[src/rtl/load_store_unit.sv]
// MEM-stage load/store unit: latches one request, reads/merges/writes the word
// memory and returns extended load data. Optional MISALIGN_TRAP_EN traps misalignment.
module load_store_unit #(
    parameter int ADDR_W = 5
) (
    input  logic        clk,
    input  logic        reset,
    input  logic        req_valid,
    output logic        req_ready,
    input  logic        req_we,
    input  logic [1:0]  req_size,
    input  logic        req_unsigned,
    input  logic [31:0] req_addr,
    input  logic [31:0] req_wdata,
    output logic [31:0] mem_addr,
    output logic [31:0] mem_wdata,
    output logic        mem_wr_en,
    input  logic [31:0] mem_rdata,
    output logic        resp_valid,
    input  logic        resp_ready,
    output logic [31:0] resp_rdata,
    output logic        resp_err
);

    typedef enum logic [1:0] {IDLE, ACCESS, MERGE_WR, RESP} state_t;

    state_t      state_reg;
    logic        we_reg;
    logic [1:0]  size_reg;
    logic        uns_reg;
    logic [1:0]  lane_reg;
    logic [31:0] wdata_reg;
    logic        mis_reg;
    logic        resp_err_reg;

    logic        req_is_word;
    logic        req_is_half;
    logic        mis_req;
    logic [1:0]  eff_lane;
    logic [31:0] word_idx;
    logic        lat_is_word;
    logic        lat_is_half;
    logic [31:0] shifted;
    logic [31:0] load_data;
    logic [3:0]  byte_sel;
    logic [31:0] wdata_rep;
    logic [31:0] merged;
    logic        unused_addr;

    assign req_is_word = req_size[1];
    assign req_is_half = (req_size == 2'b01);
    assign lat_is_word = size_reg[1];
    assign lat_is_half = (size_reg == 2'b01);

`ifdef MISALIGN_TRAP_EN
    assign mis_req = (req_is_half & req_addr[0]) | (req_is_word & (|req_addr[1:0]));
`else
    assign mis_req = 1'b0;
`endif

    // Low address bits that cannot select a lane of this size are dropped here.
    always_comb begin
        eff_lane = req_addr[1:0];
        if (req_is_word)
            eff_lane = 2'b00;
        else if (req_is_half)
            eff_lane = {req_addr[1], 1'b0};
    end

    assign word_idx    = {{(32 - ADDR_W){1'b0}}, req_addr[ADDR_W+1:2]};
    assign unused_addr = ^{req_addr[31:ADDR_W+2]};

    assign shifted = mem_rdata >> {lane_reg, 3'b000};

    always_comb begin
        load_data = shifted;
        if (!lat_is_word) begin
            if (lat_is_half)
                load_data = {{16{~uns_reg & shifted[15]}}, shifted[15:0]};
            else
                load_data = {{24{~uns_reg & shifted[7]}}, shifted[7:0]};
        end
    end

    always_comb begin
        byte_sel  = 4'b1111;
        wdata_rep = wdata_reg;
        if (lat_is_half) begin
            byte_sel  = lane_reg[1] ? 4'b1100 : 4'b0011;
            wdata_rep = {2{wdata_reg[15:0]}};
        end else if (!lat_is_word) begin
            byte_sel  = 4'b0001 << lane_reg;
            wdata_rep = {4{wdata_reg[7:0]}};
        end
    end

    generate
        for (genvar gi = 0; gi < 4; gi++) begin : g_lane
            assign merged[8*gi +: 8] = byte_sel[gi] ? wdata_rep[8*gi +: 8] : mem_rdata[8*gi +: 8];
        end
    endgenerate

    always_ff @(posedge clk or negedge reset) begin
        if (!reset) begin
            state_reg    <= IDLE;
            we_reg       <= 1'b0;
            size_reg     <= 2'b00;
            uns_reg      <= 1'b0;
            lane_reg     <= 2'b00;
            wdata_reg    <= 32'h0;
            mis_reg      <= 1'b0;
            req_ready    <= 1'b1;
            mem_addr     <= 32'h0;
            mem_wdata    <= 32'h0;
            mem_wr_en    <= 1'b0;
            resp_valid   <= 1'b0;
            resp_rdata   <= 32'h0;
            resp_err_reg <= 1'b0;
        end else begin
            case (state_reg)
                IDLE: begin
                    if (req_valid) begin
                        we_reg    <= req_we;
                        size_reg  <= req_size;
                        uns_reg   <= req_unsigned;
                        lane_reg  <= eff_lane;
                        wdata_reg <= req_wdata;
                        mis_reg   <= mis_req;
                        mem_addr  <= word_idx;
                        mem_wdata <= req_wdata;
                        // Word stores write during ACCESS, so the strobe is set on accept.
                        mem_wr_en <= req_we & req_is_word & ~mis_req;
                        req_ready <= 1'b0;
                        state_reg <= ACCESS;
                    end
                end
                ACCESS: begin
                    mem_wr_en    <= 1'b0;
                    resp_err_reg <= mis_reg;
                    if (mis_reg || (we_reg && lat_is_word)) begin
                        resp_rdata <= 32'h0;
                        resp_valid <= 1'b1;
                        state_reg  <= RESP;
                    end else if (!we_reg) begin
                        resp_rdata <= load_data;
                        resp_valid <= 1'b1;
                        state_reg  <= RESP;
                    end else begin
                        mem_wdata <= merged;
                        mem_wr_en <= 1'b1;
                        state_reg <= MERGE_WR;
                    end
                end
                MERGE_WR: begin
                    mem_wr_en  <= 1'b0;
                    resp_rdata <= 32'h0;
                    resp_valid <= 1'b1;
                    state_reg  <= RESP;
                end
                RESP: begin
                    if (resp_ready) begin
                        resp_valid <= 1'b0;
                        req_ready  <= 1'b1;
                        state_reg  <= IDLE;
                    end
                end
                default: state_reg <= IDLE;
            endcase
        end
    end

`ifdef MISALIGN_TRAP_EN
    assign resp_err = resp_err_reg;
`else
    logic unused_err;
    assign unused_err = resp_err_reg;
    assign resp_err   = 1'b0;
`endif

endmodule

[config.mk]
export PLATFORM = sky130hd
export DESIGN_NAME = load_store_unit
export DESIGN_NICKNAME = d
export VERILOG_FILES = /design/src/rtl/load_store_unit.sv
export SDC_FILE = /design/constraint.sdc
export NUM_CORES = 1
export LEC_CHECK = 0
export ABC_AREA = 1
export CORE_MARGIN = 8
export CORE_UTILIZATION = 45
export DETAILED_ROUTE_END_ITERATION = 8
export GPL_TIMING_DRIVEN = 0
export HOLD_SLACK_MARGIN = 0.06
export PLACE_DENSITY_LB_ADDON = 0.2
export RECOVER_POWER = 100
export SLEW_MARGIN = 5
export SYNTH_ARGS = -nofsm -noshare
export SYNTH_HDL_FRONTEND = slang
export SYNTH_SLANG_ARGS = --single-unit
[constraint.sdc]
create_clock -name clk -period 2.1 [get_ports clk]
set_input_delay 0.315 -clock clk [delete_from_list [all_inputs] [get_ports clk]]
set_output_delay 0.315 -clock clk [all_outputs]
set_load 0.01 [all_outputs]
== Word-level counts from Yosys, hierarchy flattened ==
Cells that the tools add are included.

* Eq/ne operators: 10
* Shift operators: 2
* Multiplexer cells: 36
* Reductions and logical operators: 14
* Bitwise operators: 4

{| class="wikitable"
|+ Operators with widths
! kind !! count
|-
| 32-bit two-way mux || 9
|-
| 32-bit one-hot mux with 2 select lines || 2
|-
| 8-bit two-way mux || 4
|-
| 32-bit by 5-bit right shift with 32-bit output || 1
|-
| 4-bit two-way mux || 3
|-
| 1-bit two-way mux || 11
|-
| 2-bit != test (second input constant) || 4
|-
| 2-bit one-hot mux with 4 select lines || 1
|-
| 2-bit AND reduction || 4
|-
| 2-bit by 1-bit equality test with 1-bit output (second input constant) || 3
|-
| 2-bit two-way mux || 3
|-
| 1-bit one-hot mux with 3 select lines || 2
|-
| 3-bit AND reduction || 2
|-
| 2-bit nonzero test || 3
|-
| 3-bit nonzero test || 2
|-
| 2-bit equality test (second input constant) || 2
|-
| 4-bit AND reduction || 1
|-
| 1-bit by 2-bit << shifter with 4-bit output (first input constant) || 1
|-
| 1-bit bitwise AND || 3
|-
| 3-bit != test (second input constant) || 1
|-
| 2-bit zero test || 1
|-
| 1-bit one-hot mux with 2 select lines || 1
|-
| 1-bit logical AND || 1
|-
| 1-bit inverter || 1
|}

* Output and inout port bits: 100
* Bits of input ports: 104
* Word-level logic and storage cells: 78
* Flip-flop bits (word level): 112

== Longest topological paths before layout ==
Gate-level depths: netlist (run 1).

* Depth after elaboration: 7
* Depth in mapped cells: 11
* Depth with buffers taken out: 9

== Least setup slack after synthesis (run 1) ==
Ideal clock, no wire load.

* Path type: register to register
* Start point: register state_reg[0]
* End point: register mem_wdata[10]
* Data required time: 1.983 ns
* Setup slack: 0.533 ns
* Period minus slack after synthesis: 1.567 ns
* Library setup time: 0.117 ns
* Stages on the path, launching flop included: 10
* Path buffers: 2
* Data arrival time: 1.451 ns
* Cell sequence: dfrtp_1 inv_1 ha_1 nand2_1 o21ai_0 nand2_1 buf_2 buf_6 nand2_1 nand2_1

* Word-level cells in the longest chain between the ends: 3
* Elaborated cells between the ends (all ways): 8
* Classes of those cells: eq/ne: 4; mux: 1; reduce/logical: 3

{| class="wikitable"
|+ RTL lines
! element !! RTL line !! text
|-
| from (decl) || 27 || <nowiki>state_t state_reg;</nowiki>
|-
| from (signal assigned) || 105 || <nowiki>state_reg <= IDLE;</nowiki>
|-
| from (signal assigned) || 134 || <nowiki>state_reg <= ACCESS;</nowiki>
|-
| from (signal assigned) || 143 || <nowiki>state_reg <= RESP;</nowiki>
|-
| 2-bit by 1-bit equality test with 1-bit output / 2-bit zero test (equally long branches) || 120 || <nowiki>case (state_reg)</nowiki>
|-
| 2-bit != test (no source line) / 2-bit nonzero test (equally long branches) || n/a ||
|-
| 4-bit AND reduction (no source line) || n/a ||
|-
| to (signal assigned) || 130 || <nowiki>mem_wdata <= req_wdata;</nowiki>
|-
| to (signal assigned) || 149 || <nowiki>mem_wdata <= merged;</nowiki>
|-
| to (decl) || 16 || <nowiki>output logic [31:0] mem_wdata,</nowiki>
|}

Several ways; a longest one is shown, not always the timed one.
A chain may end at the register's enable or synchronous reset.

== Final worst setup path (run 1) ==
* Start point: register state_reg[1]
* End point: register mem_wdata[12]

The elaborated chain is that of the path after synthesis.

==> run metrics, run 1 <==
Site Rows 43; Overflow after GRT 0; Seq cells post-synth between 100 and 150; initial DRC count 544; number of post-CTS setup repair buffers 0; fillers approximately 1300; layout overhead on the synthesized area 34.0%; crit path kind flip-flop to flip-flop; Setup Slack @ Placement -0.0419 ns; hold depth 2; share of the synthesized area in the top cell type 0.436; vias in the first global route 6233; CP Capture Type flip-flop; final net count 1165; MaxCap Viol Count 0; Placed Cells 1224; largest area contributor in the netlist dfrtp_1; Seq/Total Area, Yosys 0.440; reg-to-reg startpoint state_reg[1]; Min-Delay Endpoint resp_rdata[0]; via total after detailed routing 6286; clk buf depth 2; final hold vios 0; PwrDens 1530 nW/um^2; Crit Path Max Fanout 10; minimum clock period between 1.5 and 2 ns; Final WS setup 0.151 ns; Most used DFF post-synth dfrtp_1; type of origin of the critical path flip-flop; gpl congestion between 0.9 and 1; final instance area 8540 um^2; IO buf count 150; Area after DPL 8230 um^2; worst path cell trace inv_1 > ha_1 > inv_1 > buf_2 > clkbuf_1 > a21oi_1 > a21oi_1; max-slew violations 0; die width 135 um; Syn Inst Count roughly 870; CP Data Arrival Time 2.23 ns; most common cell after layout, fill and taps aside nand2_1; # H-tree levels 3; Clock Pin Slew Worst Setup and Hold Paths 0.08 ns; Root Buffer clkbuf_16; most frequent cells in the layout 307 x nand2_1, 111 x dfrtp_1, 87 x o21ai_0; RSZ-0062 raised after global routing false; DRC viols 0; Clock Latency Late Sink 0.36 ns; slew margin rel. 0.242; number of synthesized flops with an enable pin 0; WL per Instance 17.0 um; Tightest Hold Check Type flip-flop to flip-flop; Vias/cell a little over 5; Antenna Nets Post-Route 0; flop2flop setup slack 0.15 ns; Total Wirelength 21100 um; Synth Cell Area roughly 6400 um^2; Syn Area/Cell 7.36 um^2; Initial Util 0.459; hold path start resp_rdata[0]; initial antenna violation count 0; maximum achievable frequency approximately 510 MHz; Register-to-Register Path Depth 7; worst path required time about 2.4 ns; peak supply drop roughly 0.00063 V; layout cells sized above 1 0.0999; Post-synth ARST share 1.00; outcome finished, final reports clean; final critical-path share of the clock period 0.928; HPWL Detailed approximately 17000 um; critical path's slowest cell dfrtp_1; Clock Sinks between 100 and 150; GRT Resource Usage Total 0.229; r2r endpoint mem_wdata[12]; # IOs 204; die height 135 um; TritonCTS clock tree done; first-pass GRT wire length about 33000 um; post-route clock skew 0.00828 ns; Num CTS Buffers 9; area of the multi-input gates 2850 um^2; Pwr Total 13.1 mW; LEAKAGE 4.34 nW; Die ar. 18200 um^2; core box area 13900 um^2; Yosys cell types 33; storage element area 2800 um^2; diodes inserted 0; worst-margin pin slew 1.14 ns; final setup violation count 0; Non-Filler Instances approximately 1200; drt pass-1 iters 5; Critical Path Max Stage Delay ~0.45 ns; setup TNS 0 ns; Ys Warns 0; largest net degree at the start of global routing 94; top cells by area, synth dfrtp_1 44%, nand2_1 18%, o21ai_0 6.8%
-- worst max-delay path: cells and delay by family, from the launching register on --
family,cells,cell delay [ns]
compound gates,2,0.31
fa+ha+maj,1,0.23
buf+inv,4,0.89
flops,1,0.45
-- synth_stat cells (2+ instances only) --
cell      instances
nand2_1         309
dfrtp_1         111
o21ai_0          87
inv_1            77
a21oi_1          71
buf_4            33
nand3_1          33
nor2_1           27
buf_2            16
o211ai_1         16
nand4_1          14
clkbuf_1         12
buf_6             9
inv_2             9
o22ai_1           7
ha_1              5
nand2_2           5
buf_1             4
nand2_4           4
nor2_4            3
clkinv_1          2
-- worst max path at each step --
stage / cells past startpoint / to / startpoint / slack, ns
finish: 7 / mem_wdata[12] / state_reg[1] / 0.15
CTS: 6 / lane_reg[0] / state_reg[1] / 0.02
global placement: 1 / resp_rdata[22] / reset / -3.57
floorplan: 9 / mem_wdata[10] / state_reg[0] / 0.53
global route: 10 / resp_rdata[20] / state_reg[1] / 0.02
detailed placement: 6 / wdata_reg[29] / state_reg[1] / -0.04
-- power by group --
group	internal (mW)	switching [mW]	leakage [nW]
Sequential	3.20	0.575	1.38
Clock	0.939	0.831	0.147
Combinational	2.89	4.67	2.81
Total	7.03	6.07	4.34
-- per-stage QoR --
stage	hold slack, ns	util
2_1_floorplan	0.0194	-
3_3_place_gp	0.464	0.591
3_5_place_dp	0.169	0.593
4_1_cts	0.348	0.616
5_1_grt	0.496	0.615
6_report	0.477	0.615
-- cells by family (layout without fill, tap and decap cells) --
| family | Yosys count | after routing | synth area share |
|---|---|---|---|
| compound gates | 186 | 186 | 0.157 |
| buf+inv | 163 | 331 | 0.130 |
| simple gates | 399 | 399 | 0.263 |
| other cells | 1 | 28 | 0.000588 |
| fa+ha+maj | 5 | 5 | 0.00982 |
| flops | 112 | 112 | 0.440 |
-- routing by layer --
metal / routed length (um) / GRT usage / part of all wire / vias to the layer above
met1: 9200 / 0.293 / 0.44 / 2877
met3: 1440 / 0.0409 / 0.068 / 39
met2: 9760 / 0.370 / 0.46 / 272
met5: 0 / 0 / 0 / -
li1: - / - / - / 3098
met4: 705 / 0.106 / 0.033 / 0
-- final cells by class --
class,count,share of cell area
Timing Repair Buffer,152,0.180
Buffer,74,0.0567
Clock inverter,7,0.00909
Inverter,89,0.0394
Sequential cell,112,0.328
Tap cell,180,0.0264
Clock buffer,9,0.0264
Multi-Input combinational cell,618,0.334
-- repair_timing --
| action | in CTS | in global routing |
|---|---|---|
| pin swaps | 0 | 1 |
| gates cloned | 0 | 0 |
| hold buffers | 1 | 0 |
| resized for setup | 4 | 6 |
| setup endpoints to repair | 33 | 43 |
| endpoints found under the hold margin | 19 | 0 |
(Power assumes the default switching activity.)
==> run 2, diff against run 1 <==
--- a/config.mk
+++ b/config.mk
@@ -8,6 +8,7 @@
 export ABC_AREA = 1
 export CORE_MARGIN = 8
 export CORE_UTILIZATION = 45
+export CTS_CLUSTER_SIZE = 8
 export DETAILED_ROUTE_END_ITERATION = 8
 export GPL_TIMING_DRIVEN = 0
 export HOLD_SLACK_MARGIN = 0.06
==> results of run 2 <==
Same layout as run 1: the final DEF is identical, and so are final timing and power.
